### src/rtl/router_fsm_pkg.sv
// Shared types and constants for the 1x3 router packet-control FSM.
package router_pkg;

    localparam int         NUM_PORTS    = 3;
    localparam logic [1:0] ADDR_INVALID = 2'b11;

    // 3-bit binary encoding; synthesis may re-encode as one-hot.
    typedef enum logic [2:0] {
        DECODE_ADDRESS     = 3'd0,
        LOAD_FIRST_DATA    = 3'd1,
        LOAD_DATA          = 3'd2,
        LOAD_PARITY        = 3'd3,
        CHECK_PARITY_ERROR = 3'd4,
        FIFO_FULL_STATE    = 3'd5,
        LOAD_AFTER_FULL    = 3'd6,
        WAIT_TILL_EMPTY    = 3'd7
    } state_t;

endpackage

### src/rtl/router_fsm_if.sv
// Control/status bundle between the router FSM and its surroundings
// (source, FIFO flags, synchronizer, register block).
interface router_fsm_if #(
    parameter int ADDR_W    = 2,
    parameter int NUM_PORTS = 3
);
    logic                 pkt_valid;
    logic [ADDR_W-1:0]    data_in;
    logic                 fifo_full;
    logic [NUM_PORTS-1:0] fifo_empty;
    logic [NUM_PORTS-1:0] soft_reset;
    logic                 parity_done;
    logic                 low_pkt_valid;

    logic                 detect_add;
    logic                 lfd_state;
    logic                 ld_state;
    logic                 laf_state;
    logic                 full_state;
    logic                 rst_int_reg;
    logic                 write_enb_reg;
    logic                 busy;
    logic [ADDR_W-1:0]    addr_q;

    // Environment side: drives packet/flag inputs, observes FSM outputs.
    modport master (
        output pkt_valid, data_in, fifo_full, fifo_empty, soft_reset,
               parity_done, low_pkt_valid,
        input  detect_add, lfd_state, ld_state, laf_state, full_state,
               rst_int_reg, write_enb_reg, busy, addr_q
    );

    // FSM side.
    modport slave (
        input  pkt_valid, data_in, fifo_full, fifo_empty, soft_reset,
               parity_done, low_pkt_valid,
        output detect_add, lfd_state, ld_state, laf_state, full_state,
               rst_int_reg, write_enb_reg, busy, addr_q
    );
endinterface

### src/rtl/router_fsm.sv
// Router packet-control FSM: decodes the header address, sequences
// header/payload/parity loading and stalls the source when the selected
// FIFO cannot accept data. Outputs are Moore, decoded from the state.
module router_fsm #(
    parameter int ADDR_W    = 2,
    parameter int NUM_PORTS = 3
) (
    input  logic        clock,
    input  logic        reset,
    router_fsm_if.slave bus
);
    import router_pkg::*;

    localparam int SEL_W = 2 ** ADDR_W;

    state_t state, state_nxt;

    // Flags padded to the full address range so any address indexes safely;
    // the padding reads as "not empty / no soft reset".
    logic [SEL_W-1:0] empty_pad;
    logic [SEL_W-1:0] srst_pad;
    logic             addr_ok;
    logic             hdr_empty;
    logic             q_empty;
    logic             q_srst;

    assign empty_pad = {{(SEL_W-NUM_PORTS){1'b0}}, bus.fifo_empty};
    assign srst_pad  = {{(SEL_W-NUM_PORTS){1'b0}}, bus.soft_reset};
    assign addr_ok   = (bus.data_in != ADDR_W'(ADDR_INVALID));
    assign hdr_empty = empty_pad[bus.data_in];
    assign q_empty   = empty_pad[bus.addr_q];
    assign q_srst    = srst_pad[bus.addr_q];

    // State register.
    always_ff @(posedge clock or posedge reset) begin
        if (reset) state <= DECODE_ADDRESS;
        else       state <= state_nxt;
    end

    // Next-state logic; a soft reset of the selected FIFO overrides all.
    always_comb begin
        state_nxt = state;
        unique case (state)
            DECODE_ADDRESS: begin
                if (bus.pkt_valid && addr_ok)
                    state_nxt = hdr_empty ? LOAD_FIRST_DATA : WAIT_TILL_EMPTY;
            end
            LOAD_FIRST_DATA: state_nxt = LOAD_DATA;
            LOAD_DATA: begin
                if (bus.fifo_full)       state_nxt = FIFO_FULL_STATE;
                else if (!bus.pkt_valid) state_nxt = LOAD_PARITY;
            end
            LOAD_PARITY: state_nxt = CHECK_PARITY_ERROR;
            CHECK_PARITY_ERROR:
                state_nxt = bus.fifo_full ? FIFO_FULL_STATE : DECODE_ADDRESS;
            FIFO_FULL_STATE: begin
                if (!bus.fifo_full) state_nxt = LOAD_AFTER_FULL;
            end
            LOAD_AFTER_FULL: begin
                if (bus.parity_done)        state_nxt = DECODE_ADDRESS;
                else if (bus.low_pkt_valid) state_nxt = LOAD_PARITY;
                else                        state_nxt = LOAD_DATA;
            end
            WAIT_TILL_EMPTY: begin
                if (q_empty) state_nxt = LOAD_FIRST_DATA;
            end
            default: state_nxt = DECODE_ADDRESS;
        endcase
        if (q_srst && state != DECODE_ADDRESS)
            state_nxt = DECODE_ADDRESS;
    end

    // Header address latch: captured whenever a valid header is seen.
    always_ff @(posedge clock or posedge reset) begin
        if (reset)
            bus.addr_q <= '0;
        else if (state == DECODE_ADDRESS && bus.pkt_valid && addr_ok)
            bus.addr_q <= bus.data_in;
    end

    // Moore output decode.
    always_comb begin
        bus.detect_add    = (state == DECODE_ADDRESS);
        bus.lfd_state     = (state == LOAD_FIRST_DATA);
        bus.ld_state      = (state == LOAD_DATA);
        bus.laf_state     = (state == LOAD_AFTER_FULL);
        bus.full_state    = (state == FIFO_FULL_STATE);
        bus.rst_int_reg   = (state == CHECK_PARITY_ERROR);
        bus.write_enb_reg = (state == LOAD_DATA) || (state == LOAD_PARITY) ||
                            (state == LOAD_AFTER_FULL);
        bus.busy          = !((state == DECODE_ADDRESS) || (state == LOAD_DATA));
    end

endmodule
### src/flat_wrapper.sv
// flat-port wrapper written by rule: the top's interface ports become plain ports
module router_fsm_flat import router_pkg::*;
#(
    parameter int ADDR_W    = 2,
    parameter int NUM_PORTS = 3
)
  (clock, reset, bus_pkt_valid, bus_data_in, bus_fifo_full, bus_fifo_empty, bus_soft_reset, bus_parity_done, bus_low_pkt_valid, bus_detect_add, bus_lfd_state, bus_ld_state, bus_laf_state, bus_full_state, bus_rst_int_reg, bus_write_enb_reg, bus_busy, bus_addr_q);
  router_fsm_if #(.ADDR_W(ADDR_W), .NUM_PORTS(NUM_PORTS)) bus_i ();
  input  logic clock;
  input  logic reset;
  input wire logic [$bits(bus_i.pkt_valid)-1:0] bus_pkt_valid;
  input wire logic [$bits(bus_i.data_in)-1:0] bus_data_in;
  input wire logic [$bits(bus_i.fifo_full)-1:0] bus_fifo_full;
  input wire logic [$bits(bus_i.fifo_empty)-1:0] bus_fifo_empty;
  input wire logic [$bits(bus_i.soft_reset)-1:0] bus_soft_reset;
  input wire logic [$bits(bus_i.parity_done)-1:0] bus_parity_done;
  input wire logic [$bits(bus_i.low_pkt_valid)-1:0] bus_low_pkt_valid;
  output wire logic [$bits(bus_i.detect_add)-1:0] bus_detect_add;
  output wire logic [$bits(bus_i.lfd_state)-1:0] bus_lfd_state;
  output wire logic [$bits(bus_i.ld_state)-1:0] bus_ld_state;
  output wire logic [$bits(bus_i.laf_state)-1:0] bus_laf_state;
  output wire logic [$bits(bus_i.full_state)-1:0] bus_full_state;
  output wire logic [$bits(bus_i.rst_int_reg)-1:0] bus_rst_int_reg;
  output wire logic [$bits(bus_i.write_enb_reg)-1:0] bus_write_enb_reg;
  output wire logic [$bits(bus_i.busy)-1:0] bus_busy;
  output wire logic [$bits(bus_i.addr_q)-1:0] bus_addr_q;
  assign bus_i.pkt_valid = bus_pkt_valid;
  assign bus_i.data_in = bus_data_in;
  assign bus_i.fifo_full = bus_fifo_full;
  assign bus_i.fifo_empty = bus_fifo_empty;
  assign bus_i.soft_reset = bus_soft_reset;
  assign bus_i.parity_done = bus_parity_done;
  assign bus_i.low_pkt_valid = bus_low_pkt_valid;
  assign bus_detect_add = bus_i.detect_add;
  assign bus_lfd_state = bus_i.lfd_state;
  assign bus_ld_state = bus_i.ld_state;
  assign bus_laf_state = bus_i.laf_state;
  assign bus_full_state = bus_i.full_state;
  assign bus_rst_int_reg = bus_i.rst_int_reg;
  assign bus_write_enb_reg = bus_i.write_enb_reg;
  assign bus_busy = bus_i.busy;
  assign bus_addr_q = bus_i.addr_q;
  router_fsm #(.ADDR_W(ADDR_W), .NUM_PORTS(NUM_PORTS)) u_core (.clock(clock), .reset(reset), .bus(bus_i));
endmodule
### config.mk
export PLATFORM = sky130hd
export DESIGN_NAME = router_fsm_flat
export DESIGN_NICKNAME = d
export VERILOG_FILES = /design/src/rtl/router_fsm_pkg.sv /design/src/rtl/router_fsm_if.sv /design/src/rtl/router_fsm.sv /design/src/flat_wrapper.sv
export SDC_FILE = /design/constraint.sdc
export NUM_CORES = 1
export LEC_CHECK = 0
export ABC_AREA = 1
export CORE_MARGIN = 1
export CORE_UTILIZATION = 34
export CTS_BUF_LIST = sky130_fd_sc_hd__clkbuf_16
export DETAILED_ROUTE_END_ITERATION = 7
export GPL_ROUTABILITY_DRIVEN = 0
export HOLD_SLACK_MARGIN = 0.12
export PLACE_DENSITY = 0.7
export SYNTH_ARGS = -nofsm -noshare
export SYNTH_HDL_FRONTEND = slang
export SYNTH_SLANG_ARGS = --single-unit
### constraint.sdc
create_clock -name clock -period 1.1 [get_ports clock]
set_input_delay 0.33 -clock clock [delete_from_list [all_inputs] [get_ports clock]]
set_output_delay 0.33 -clock clock [all_outputs]
set_load 0.1 [all_outputs]
# Word level (Yosys, flattened, before mapping)
# Cells that the tools add are included.
# Widths: inputs -> output; s select.
[word_totals]
register_bits = 5
input_bits = 14
output_inout_bits = 10
elab_cells = 44
[op_classes]
n_lt_le_gt_ge = 2
n_eq_ne = 12
muxes = 17
n_reduce_logical = 11
[op_table]
columns = ["cell", "count"]
rows = [
  ["$mux 3", 9],
  ["$pmux 3 s8", 1],
  ["$eq 3x3->1 const B", 4],
  ["$bmux 1 s2", 3],
  ["$eq 3x2->1 const B", 2],
  ["$lt 2x3->1 const B", 2],
  ["$ne 3x1->1 const B", 2],
  ["$logic_and 1x1->1", 4],
  ["$mux 1", 4],
  ["$ne 4x3->1 const B", 1],
  ["$reduce_and 4->1", 1],
  ["$eq 3x1->1 const B", 1],
  ["$logic_not 3->1", 1],
  ["$logic_or 1x1->1", 3],
  ["$ne 3x2->1 const B", 1],
  ["$reduce_bool 3->1", 1],
  ["$ne 2x2->1 const B", 1],
  ["$logic_not 1->1", 1],
]

# Depth between registers and ports, before layout
[logic_depth]
ltp_word = 6
ltp_mapped = 9
depth_no_buf = 8

# Least setup slack after synthesis
# OpenSTA, ideal clock, no wires.
[synth_path]
kind = "reg2out"
startpoint = "reg u_core.state[0]"
endpoint = "out bus_rst_int_reg"
t_arrival_ns = 2.582
required_time_ns = 0.770
setup_slack_ns = -1.812
path_stages_with_launch = 3
path_buffers = 1
cell_sequence = "dfrtp_1 -> buf_4 -> nor3_1"
[synth_via]
elab_chain_cells = 1
[synth_lines]
columns = ["element", "line", "source"]
rows = [
  ["from (decl)", "router_fsm.sv:16", "state_t state, state_nxt;"],
  ["from (signal assigned)", "router_fsm.sv:37", "else state <= state_nxt;"],
  ["$eq 3x3->1", "router_fsm.sv:88", "bus.rst_int_reg = (state == CHECK_PARITY_ERROR);"],
  ["to (decl)", "flat_wrapper.sv:23", "output wire logic [$bits(bus_i.rst_int_reg)-1:0] bus_rst_int_reg;"],
]
# Every way passes these cells.

# Worst setup path in the final report
[layout_path]
startpoint = "reg u_core.state[1]"
endpoint = "out bus_laf_state"
[layout_via]
elab_chain_cells = 1
[layout_lines]
columns = ["element", "line", "source"]
rows = [
  ["$eq 3x3->1", "router_fsm.sv:86", "bus.laf_state = (state == LOAD_AFTER_FULL);"],
  ["to (decl)", "flat_wrapper.sv:21", "output wire logic [$bits(bus_i.laf_state)-1:0] bus_laf_state;"],
]
# Every way passes these cells.

==> impl_metrics.csv <==
group,metric,value,unit
synthesis,netlist_area,489,µm²
cells_and_area,mostFrequentLayoutCells,"buf_4 (17), nand2_1 (14), inv_1 (13)",
routing,vias,768,
timing,finalSetupViolations,15,
synthesis,synthAdderAreaFrac,0,
cells_and_area,n_antenna_cell,0,
global_routing,grt-ovfl-total,0,
cts,tritoncts.num_buffers,3,
routing,drt-initial-drc-count,26,
place,port-buffer-count,23,
cells_and_area,drive_above_1_share,0.492,
cts,cts.sinks,5,
place,place_inst,136,
routing,ant_nets,0,
timing,maxSlewViolCount,0,
run_status,outcome,"complete, but fails checks",
synthesis,synth-compound-area-share,0.0870,
synthesis,synth_mux_area_frac,0,
timing,finalCriticalPeriod,1.53,ns
cts,path_clk_slew,0.03,ns
timing,tns,-4.78,ns
cells_and_area,fillCellCount,56,
place,hpwlAfterDp,1.32,mm
cells_and_area,layout.cells.most_common,"buf_4",
timing,layout_worst_path_cycle_share,1.39,
worst_hold_path,hold_class,"in2async",
synthesis,syn_avg_cell_area,5.82,µm²
routing,drc,0,
timing,slew_headroom,0.863,
floorplanning,die_area,1590,µm²
setup_path,cp_max_fo,4,
setup_path,cp-end-kind,"primary output",
routing,wl_per_cell,13.7,µm
synthesis,synth_top_family_by_area,"simple AND/OR/NAND/NOR gates",
global_routing,antenna_found_initial,0,
global_routing,grt_usage,0.257,
routing,wl,2.02,mm
synthesis,synthSimpleGateAreaFrac,0.483,
floorplanning,die_w,39.9,µm
cells_and_area,final_nets,147,
setup_path,worstPathRequired,0.77,ns
cells_and_area,syn2layout_area_growth,147,%
run_status,violations,"negative setup slack",
cts,insertion_delay,0.23,ns
timing,skew,0.00166,ns
floorplanning,initial_core_util,0.371,
timing,fmax,0.654,GHz
floorplanning,placeableCoreArea,1320,µm²
routing,dr.pass1.iters,4,
synthesis,synth-xor-area-share,0,
cts,tritoncts,"built",
floorplanning,ioPinCount,24,
cts,cts_root_buf,"clkbuf_16",
timing,finalHoldViolCount,0,
timing,worst_pin_slew,0.205,ns
global_routing,grt_max_degree,7,
cts,cts_buffer_depth,2,
synthesis,ys_seq_area_frac,0.256,
floorplanning,num_rows,13,
synthesis,yosys_warnings,0,
setup_path,cp-start-kind,"register",
timing,setup_ws,-0.430,ns
global_routing,grt_pass1_vias,650,
floorplanning,die_h,39.9,µm
timing,hold_slack,0.360,ns
timing,rsz0062_at_grt,"yes",
synthesis,synth_top_cell_area_share,0.256,
global_routing,grt_pass1_wl,2.67,mm
synthesis,netlist_instances,84,
setup_path,critPathKind,"reg2out",
cells_and_area,fin_cells,147,
synthesis,yosys-top-cells-area,"dfrtp_1 (26%), inv_1 (15%), nand2_1 (13%)",
synthesis,yosysTopAreaCell,"dfrtp_1",
synthesis,syn_nets,98,
setup_path,cp_data_arrival_time,1.20,ns
synthesis,synthDistinctLibCells,17,
cts,cts_max_level,1,
run,cap_violations,0,
routing,vias_per_cell,5.22,
synthesis,yosys_register_bits,5,
-- cells by family after synthesis --
| logic type | after synthesis |
|---|---|
| simple gates | 50 |
| buf+inv | 21 |
| compound gates | 8 |
| flops | 5 |
-- sequential cells by signal, summed over array words and instances (netlist names) --
name	cells
u_core.state	3
u_core.bus.addr_q	2
-- what timing repair did --
action                                  in CTS  in global routing
hold buffers                                 0                  0
pin swaps                                    4                  4
gates resized for setup                     11                  6
setup buffers                                3                  4
endpoints found under the setup margin      15                 15
-- final timing paths --
path	from	end	slack, ns	depth (start not counted)
hold reg to reg	u_core.bus.addr_q[1]	u_core.bus.addr_q[1]	0.62	2
hold / removal	reset	u_core.bus.addr_q[0]	0.36	2
setup / recovery	u_core.state[1]	bus_laf_state	-0.43	4
min in group clock	bus_data_in[0]	u_core.bus.addr_q[0]	0.46	3
max in group asynchronous	reset	u_core.state[0]	0.55	2
setup reg to reg	u_core.state[1]	u_core.state[0]	-0.35	8
-- cell usage after synthesis --
| master | number |
|---|---|
| buf_4 | 1 |
| nand4_1 | 2 |
| nor2_2 | 3 |
| nand3_1 | 10 |
| nand2_1 | 17 |
| inv_1 | 19 |
| dfrtp_1 | 5 |
| nand3b_1 | 1 |
| o211ai_1 | 1 |
| inv_4 | 1 |
| nand3_2 | 1 |
| nor2_4 | 1 |
| nand2_2 | 2 |
| a21oi_1 | 3 |
| nor3_1 | 1 |
| o21ai_0 | 4 |
| nor2_1 | 12 |
-- metal layers --
layer | track usage | vias to the layer above | share of wire
met5 | 0 | - | 0
met4 | 0.103 | 0 | 0.040
met3 | 0.0333 | 8 | 0.070
met2 | 0.508 | 52 | 0.54
met1 | 0.264 | 350 | 0.35
li1 | - | 358 | -
-- area by class of cell --
class	instances	area, µm²	area share
Multi-Input combinational cell	58	363	0.300
Inverter	20	92.6	0.0766
Clock buffer	3	75.1	0.0621
Sequential cell	5	131	0.109
Timing Repair Buffer	45	524	0.434
Tap cell	15	18.8	0.0155
Clock inverter	1	3.75	0.00311
-- worst max-delay path: stages (launching register included) --
cell     delay [ns]
dfrtp_2        0.42
buf_4          0.13
nand2_2        0.09
nor2_4         0.14
buf_12         0.18
-- metrics by stage --
step / cell area [µm²] / util / worst slack (ns)
finish: 1210 / 0.917 / -0.430
global route: 1210 / 0.917 / -0.474
detailed placement: 1030 / 0.783 / -0.488
CTS: 1160 / 0.884 / -0.431
floorplan: 568 / - / -0.532
global placement: 1030 / 0.783 / -0.409
Power is not shown: default switching activity piles up to over one toggle a cycle in this logic, so the estimate is an artifact.
